File: src/rtl/dsp_post_pkg.sv
// Shared types and constants for the FFT post-processing chain behind the CORDIC stage.
// peak_t fields are sized for the widest supported block: N_BINS <= 2^16 and WIDTH <= 64.
package dsp_post_pkg;

  localparam logic [15:0] CORDIC_GAIN_Q16 = 16'd39797;  // round(0.6072529350 * 2^16)
  localparam int          PHASE_W         = 32;
  localparam int          PEAK_BIN_W      = 16;
  localparam int          PEAK_MAG_W      = 64;

  typedef struct packed {
    logic [PEAK_BIN_W-1:0] bin;
    logic [PEAK_MAG_W-1:0] mag;
    logic [PHASE_W-1:0]    phase;
  } peak_t;

endpackage

File: src/rtl/cordic_gain_comp.sv
// Removes the CORDIC gain: o_mag = (i_mag * CORDIC_GAIN_Q16) >> 16. The result is truncated.
// One registered stage, with valid and side-band passed through. There is no backpressure.
// The result holds between valids. PEAK_THRESH_EN adds a registered (o_mag >= i_thresh) flag.
module cordic_gain_comp
  import dsp_post_pkg::*;
#(
  parameter int WIDTH  = 32,
  parameter int SIDE_W = 1
) (
  input  logic              clk,
  input  logic              rst,
  input  logic              i_vld,
  input  logic [WIDTH-1:0]  i_mag,
  input  logic [SIDE_W-1:0] i_side,
`ifdef PEAK_THRESH_EN
  input  logic [WIDTH-1:0]  i_thresh,
  output logic              o_det,
`endif
  output logic              o_vld,
  output logic [WIDTH-1:0]  o_mag,
  output logic [SIDE_W-1:0] o_side
);

  localparam int PW = WIDTH + 16;

  logic [PW-1:0]    prod;
  logic [WIDTH-1:0] comp;
  logic             unused_frac;

  assign prod        = PW'(i_mag) * PW'(CORDIC_GAIN_Q16);
  assign comp        = prod[PW-1:16];
  assign unused_frac = ^prod[15:0];

  always_ff @(posedge clk) begin
    if (rst) begin
      o_vld  <= 1'b0;
      o_mag  <= '0;
      o_side <= '0;
`ifdef PEAK_THRESH_EN
      o_det  <= 1'b0;
`endif
    end else begin
      o_vld <= i_vld;
      if (i_vld) begin
        o_mag  <= comp;
        o_side <= i_side;
`ifdef PEAK_THRESH_EN
        o_det  <= (comp >= i_thresh);
`endif
      end
    end
  end

endmodule

File: src/rtl/spectrum_peak_detector.sv
// Finds the largest-magnitude bin in [BIN_LO, BIN_HI] of each frame. It emits bin, gain-compensated magnitude and phase.
// o_vld pulses two cycles after the last bin. There is no backpressure. PEAK_THRESH_EN adds i_thresh/o_det.
module spectrum_peak_detector
  import dsp_post_pkg::*;
#(
  parameter int WIDTH  = 32,
  parameter int N_BINS = 1024,
  parameter int BIN_LO = 1,
  parameter int BIN_HI = 511
) (
  input  logic                      clk,
  input  logic                      rst,
  input  logic                      i_vld,
  input  logic                      i_sof,
  input  logic [WIDTH-1:0]          i_mag,
  input  logic [PHASE_W-1:0]        i_phase,
`ifdef PEAK_THRESH_EN
  input  logic [WIDTH-1:0]          i_thresh,
  output logic                      o_det,
`endif
  output logic                      o_vld,
  output logic [$clog2(N_BINS)-1:0] o_bin,
  output logic [WIDTH-1:0]          o_mag,
  output logic [PHASE_W-1:0]        o_phase
);

  localparam int               BIN_W  = $clog2(N_BINS);
  localparam int               SIDE_W = BIN_W + PHASE_W;
  localparam logic [BIN_W-1:0] LO_B   = BIN_W'(BIN_LO);
  localparam logic [BIN_W-1:0] HI_B   = BIN_W'(BIN_HI);
  localparam logic [BIN_W-1:0] LAST_B = BIN_W'(N_BINS - 1);

  logic [BIN_W-1:0]   bin_cnt, cur_bin;
  logic [WIDTH-1:0]   mag_clamp;
  logic               in_win, found_eff, take, last;
  logic [WIDTH-1:0]   best_mag, nxt_mag;
  logic [BIN_W-1:0]   best_bin, nxt_bin;
  logic [PHASE_W-1:0] best_phase, nxt_phase;
  logic               found;
  peak_t              lat;
  logic               lat_vld;
  logic [SIDE_W-1:0]  out_side;
  logic               unused_lat;
`ifdef PEAK_THRESH_EN
  logic [WIDTH-1:0]   lat_thresh;
`endif

  // A start-of-frame sample is bin 0 and starts a fresh search whatever came before.
  assign cur_bin   = i_sof ? '0 : bin_cnt;
  assign mag_clamp = i_mag[WIDTH-1] ? '0 : i_mag;
  assign in_win    = (cur_bin >= LO_B) && (cur_bin <= HI_B);
  assign found_eff = found && !i_sof;
  assign take      = i_vld && in_win && (!found_eff || (mag_clamp > best_mag));
  assign last      = i_vld && (cur_bin == LAST_B);

  assign nxt_mag   = take ? mag_clamp : best_mag;
  assign nxt_bin   = take ? cur_bin   : best_bin;
  assign nxt_phase = take ? i_phase   : best_phase;

  always_ff @(posedge clk) begin
    if (rst) begin
      bin_cnt    <= '0;
      best_mag   <= '0;
      best_bin   <= LO_B;
      best_phase <= '0;
      found      <= 1'b0;
      lat        <= '0;
      lat_vld    <= 1'b0;
`ifdef PEAK_THRESH_EN
      lat_thresh <= '0;
`endif
    end else begin
      lat_vld <= last;
      if (i_vld) begin
        bin_cnt <= cur_bin + BIN_W'(1);
        if (last) begin
          lat.bin    <= PEAK_BIN_W'(nxt_bin);
          lat.mag    <= PEAK_MAG_W'(nxt_mag);
          lat.phase  <= nxt_phase;
`ifdef PEAK_THRESH_EN
          lat_thresh <= i_thresh;
`endif
          best_mag   <= '0;
          best_bin   <= LO_B;
          best_phase <= '0;
          found      <= 1'b0;
        end else if (take) begin
          best_mag   <= mag_clamp;
          best_bin   <= cur_bin;
          best_phase <= i_phase;
          found      <= 1'b1;
        end else if (i_sof) begin
          best_mag   <= '0;
          best_bin   <= LO_B;
          best_phase <= '0;
          found      <= 1'b0;
        end
      end
    end
  end

  assign unused_lat = ^lat;

  cordic_gain_comp #(
    .WIDTH  (WIDTH),
    .SIDE_W (SIDE_W)
  ) u_gain (
    .clk      (clk),
    .rst      (rst),
    .i_vld    (lat_vld),
    .i_mag    (WIDTH'(lat.mag)),
    .i_side   ({BIN_W'(lat.bin), lat.phase}),
`ifdef PEAK_THRESH_EN
    .i_thresh (lat_thresh),
    .o_det    (o_det),
`endif
    .o_vld    (o_vld),
    .o_mag    (o_mag),
    .o_side   (out_side)
  );

  assign o_bin   = out_side[SIDE_W-1:PHASE_W];
  assign o_phase = out_side[PHASE_W-1:0];

endmodule

File: config.mk
export PLATFORM = sky130hd
export DESIGN_NAME = spectrum_peak_detector
export DESIGN_NICKNAME = d
export VERILOG_FILES = /design/src/rtl/dsp_post_pkg.sv /design/src/rtl/cordic_gain_comp.sv /design/src/rtl/spectrum_peak_detector.sv
export SDC_FILE = /design/constraint.sdc
export NUM_CORES = 1
export LEC_CHECK = 0
export CAP_MARGIN = 20
export CORE_MARGIN = 2
export CORE_UTILIZATION = 60
export CTS_BUF_LIST = sky130_fd_sc_hd__clkbuf_16
export DETAILED_ROUTE_END_ITERATION = 8
export PLACE_DENSITY = 0.89
export SLEW_MARGIN = 25
export SYNTH_ARGS = -nofsm -noshare
export SYNTH_HDL_FRONTEND = slang
export SYNTH_SLANG_ARGS = --single-unit
File: constraint.sdc
create_clock -name clk -period 7.2 [get_ports clk]
set_clock_uncertainty 0.15 [all_clocks]
set_input_delay 1.44 -clock clk [delete_from_list [all_inputs] [get_ports clk]]
set_output_delay 1.44 -clock clk [all_outputs]
set_load 0.02 [all_outputs]
# --- Word level (Yosys, flattened, before mapping) ---
# Index checks and enable logic that the tools add are counted.
op_classes:
  n_lt_le_gt_ge: 3
  n_mux: 16
  n_addsub: 1
  n_reduce_logical: 11
  n_mul: 1
  n_eq_ne: 1
op_table:
  columns: ["op", "n"]
  rows:
  - ["32-bit two-way mux", 7]
  - ["10-bit two-way mux", 5]
  - ["32-bit by 16-bit multiplier with 48-bit output (second input constant)", 1]
  - ["31-bit by 32-bit greater-than comparator with 1-bit output", 1]
  - ["31-bit two-way mux", 1]
  - ["10-bit by 1-bit adder with 10-bit output (second input constant)", 1]
  - ["10-bit == test (second input constant)", 1]
  - ["10-bit by 1-bit >= comparator with 1-bit output (second input constant)", 1]
  - ["10-bit by 9-bit <= comparator with 1-bit output (second input constant)", 1]
  - ["1-bit logical AND", 5]
  - ["2-bit AND reduction", 2]
  - ["1-bit two-way mux", 3]
  - ["3-bit nonzero test", 1]
  - ["1-bit logical NOT", 2]
  - ["1-bit logical OR", 1]
word_totals:
  regBits: 235
  input_bits: 68
  output_inout_bits: 75

# --- Longest topological paths before layout ---
depth:
  depth_word: 7
  ltp_mapped: 22
  ltp_nobuf: 22

# --- Cells and area by module ---
# A second synthesis with hierarchy kept.
unflattened:
  hier_cells: 1879
  area_unflattened_um2: 18546.5
by_module_without_submodules:
  columns: ["module", "area_per_inst_um2", "instances", "cells_each"]
  rows:
  - ["cordic_gain_comp", 12027.8, 1, 1172]
  - ["spectrum_peak_detector", 6518.8, 1, 707]

# --- Worst setup path before layout ---
# No wires, ideal clock.
synth_path:
  kind: "register to register"
  from: "reg lat[46] in the netlist's numbering"
  to: "reg u_gain.o_mag[27]"
  arrival_time_ns: 5.734
  path_slack_ns: 1.210
  synth_period_minus_slack_ns: 5.990
  path_stages_with_launch: 22
  setup_ns: 0.106
  path_cell_list: "dfxtp_1 -> inv_1 -> fa_1 -> fa_1 -> inv_1 -> fa_1 -> fa_1 -> fa_1 -> inv_1 -> fa_1 -> inv_1 -> ha_1 -> clkbuf_1 -> nand2_1 -> o21ai_1 -> a21oi_1 -> o21bai_1 -> a31oi_1 -> o21ai_1 -> a31oi_1 -> or4b_1 -> o311ai_0"
synth_between:
  elab_chain_len: 1
synth_lines:
  columns: ["element", "line_no", "rtl"]
  rows:
  - ["from (decl)", "spectrum_peak_detector.sv:40", "peak_t lat;"]
  - ["32-bit by 16-bit multiplier with 48-bit output", "cordic_gain_comp.sv:30", "assign prod = PW'(i_mag) * PW'(CORDIC_GAIN_Q16);"]
  - ["to (signal assigned)", "cordic_gain_comp.sv:45", "o_mag <= comp;"]
  - ["to (decl)", "cordic_gain_comp.sv:20", "output logic [WIDTH-1:0] o_mag,"]
# No other way between the ends.
# A chain may end at the register's enable or synchronous reset.

# --- Worst setup path in the final report ---
layout_path:
  from: "reg lat[38] in the netlist's numbering"
  to: "reg u_gain.o_mag[26]"
# Same word-level chain as after synthesis.

==> metrics.cfg <==
[run_status]
outcome=completed

[global_routing]
antenna_found_initial=2
grtUsageTotal_pct=29.28
grt_pass1_wl_mm=73.17
grt_start_max_net_pins=93
grt_overflow_total=0
first_global_vias=14701

[timing]
final-hold-violation-count=0
fin_crit_sh_pct=93.18
final-setup-viol-count=0
rsz0062_at_grt=false
whs_ns=0.3020
fin_tns_setup_ns=0
drv_slew=0
tightest_slew_ns=0.9693
maxSlewHeadroom_pct=35.38
final.min_clock_period_ns=6.709
max_freq_mhz=149.1

[critical_path]
cp.arrival_ns=7.05
crit_chain=inv_1 -> fa_1 -> fa_1 -> inv_1 -> fa_1 -> inv_1 -> fa_1 -> inv_1 -> fa_1 -> fa_1 -> ha_1 -> nand4_1 -> a221oi_1 -> a311oi_1 -> nor4b_1 -> o21ai_0 -> buf_4 -> o21ai_0 -> a21boi_0 -> nor4b_1 -> a211o_1
worstPathRequired_ns=7.54
crit_path_end_kind=register
reg2regPathDepth=21
worst-path-max-fanout=7
crit_cells=21
start_kind=register
r2r-start=lat[38]
crit_end=u_gain.o_mag[26]
crit_start=lat[38]
critical-path-max-stage-delay_ns=0.53
cp_common_cell=fa_1
r2r_slack_ns=0.49
crit_slowest_cell=fa_1
crit_buf_inv=5
r2r-end=u_gain.o_mag[26]
critPathTopFamily=adder cells
crit_type=register to register

[power]
vdd_drop_max_v=0.0001815
power.total_mw=2.726
switching_share_pct=23.59
p_sw_mw=0.6432
combinationalPowerShare_pct=5.5
clockPowerShare_pct=46.4
power.density_mw_per_mm2=131.2
seqPwrFrac_pct=48.1
p_leak_nw=9.942
p_int_mw=2.083

[final_layout]
final-seq-area_sq_mm=0.004668
diodes=0
drive_above_1_share_pct=3.685
fin_util_pct=69.90
fillCellCount=2099
multiInputGateArea_sq_mm=0.01207
area_growth_pct=14.55
nets=2498

[drt]
drt-total-wl_mm=44.87
wire_per_inst_um=18.71
drc=0
dr.pass1.iters=4
vias=13739
dr.first_iter.drc_count=783
avgViaCountPerCell=5.729
antenna_left=0

[logic_synthesis]
synth_most_common_cell=inv_1
netlist_top_cells_count=310 x inv_1, 233 x dfxtp_1, 222 x fa_1, 219 x ha_1, 185 x nand2_1
yosysTopAreaCell=dfxtp_1
yosys-top-cells-area=dfxtp_1 26%, fa_1 25%, ha_1 15%
synth-seq-cells=233
synth_fp_nets=2372
synth.cell_area_sq_mm=0.01813
synthDistinctLibCells=64
synthFlopType=dfxtp_1
synth-async-reset-ratio_pct=0
synth-edff-count=0
seq_area_frac_synth_pct=25.72
synth_top_area_share_pct=25.72
ys_warn_count=0
syn_avg_cell_area_sq_um=9.734
synthCells=1863

[clock_network]
cts.reportedPaths.clkPinSlew_ns=0.06
cts_setup_buffers=0
root_buffer=clkbuf_16
clk_latency_ns=0.55
htree_levels=1
cts_max_path_buffers=3
cts_buffers=25
cts_sinks=233
cts_tree=built

[flow_run]
maxCapViolCount=0

[placed_design]
port_buffers=142
hpwl_mm=34.90
gp_congestion=0.9562

[floorplan]
core_region_area_sq_mm=0.02972
die_area_sq_mm=0.03163
io_pins=143
start_util_pct=61.02
die_w_um=177.9
die_h_um=177.9
num_rows=63

[hold_path]
holdCritPathClass=register to register

state kept, by name, indices dropped and copies added, names as in the netlist:
signal / flops
best_mag: 31
best_bin: 10
found: 1
u_gain.o_vld: 1
lat: 73
bin_cnt: 10
u_gain.o_side: 42
u_gain.o_mag: 32
lat_vld: 1
best_phase: 32
placed cells by master, fill, tap and decap left out, types with 22 or more instances in the layout:
cell / n
fa_1: 222
buf_4: 22
clkbuf_16: 25
a21o_1: 27
dfxtp_1: 232
a22o_1: 74
clkdlybuf4s50_1: 140
mux2i_1: 59
o21ai_0: 31
ha_1: 219
nand2_1: 185
nor2b_1: 39
nor2_1: 93
inv_1: 315
a21oi_1: 120
timing repair:
| item | in CTS | in global routing |
|---|---|---|
| setup endpoints to repair | 0 | 2 |
| hold endpoints to repair | 0 | 0 |
| resized for setup | 0 | 1 |
| hold buffers | 0 | 0 |
worst min-delay path, cell delays in order (launching register included):
cell and delay [ns]:
dfxtp_1 0.31, nand2_1 0.05, a21oi_1 0.05
per-layer routing:
layer  GRT usage, %  up-vias  share of wire (%)
met5              0        -              0.029
met4          10.01        2                3.4
met3          5.356      109                6.2
met2          51.20      452                 50
met1          36.37     6787                 40
li1               -     6389                  -
final cells by class:
class                      count  share of cell area [%]
clock buffer                  25                   3.012
clock inverter                21                  0.8071
multi-input combinational   1255                   58.10
sequential                   233                   22.47
tap                          390                   2.349
inverter                     310                   5.601
timing repair buffer         164                   7.661
power groups by stage:
stage          logic, mW  clock network (mW)  registers, mW
6_report           0.149                1.27           1.31
5_1_grt            0.163                1.32           1.31
4_1_cts            0.149                1.28           1.31
3_5_place_dp       0.147                   0           1.34
3_3_place_gp       0.140                   0           1.34
2_1_floorplan     0.0832                   0           1.34
metrics by stage:
stage,cell area [sq um],cells,worst slack [ns]
2_1_floorplan,18130,1863,1.210
3_3_place_gp,19980,2352,0.5692
3_5_place_dp,19980,2352,0.3378
4_1_cts,20770,2398,0.3073
5_1_grt,20770,2398,0.06390
6_report,20770,2398,0.4913
worst min path at each step:
| stage | endpoint | from | slack (ns) | depth (start not counted) |
|---|---|---|---|---|
| final | lat[22] | lat[22] | 0.30 | 2 |
| after global routing | lat[25] | lat[25] | 0.32 | 2 |
| after CTS | lat[104] | best_bin[8] | 0.30 | 2 |
| after detailed placement | lat[100] | lat[100] | 0.29 | 2 |
| after global placement | best_bin[0] | best_bin[0] | 0.29 | 2 |
| after floorplan | best_bin[0] | best_bin[0] | 0.27 | 2 |
kinds of logic after synthesis:
kind of cell | after synthesis | share of synthesized area (%)
AOI/OAI and AO/OA | 325 | 12.07
xor gates and xnor gates | 28 | 1.352
muxes | 60 | 3.319
and+or+nand+nor | 401 | 10.07
adders and majority gates | 441 | 39.62
buffers and inverters | 375 | 7.852
DFF | 233 | 25.72
No activity file was read; power rests on OpenSTA's default activity.
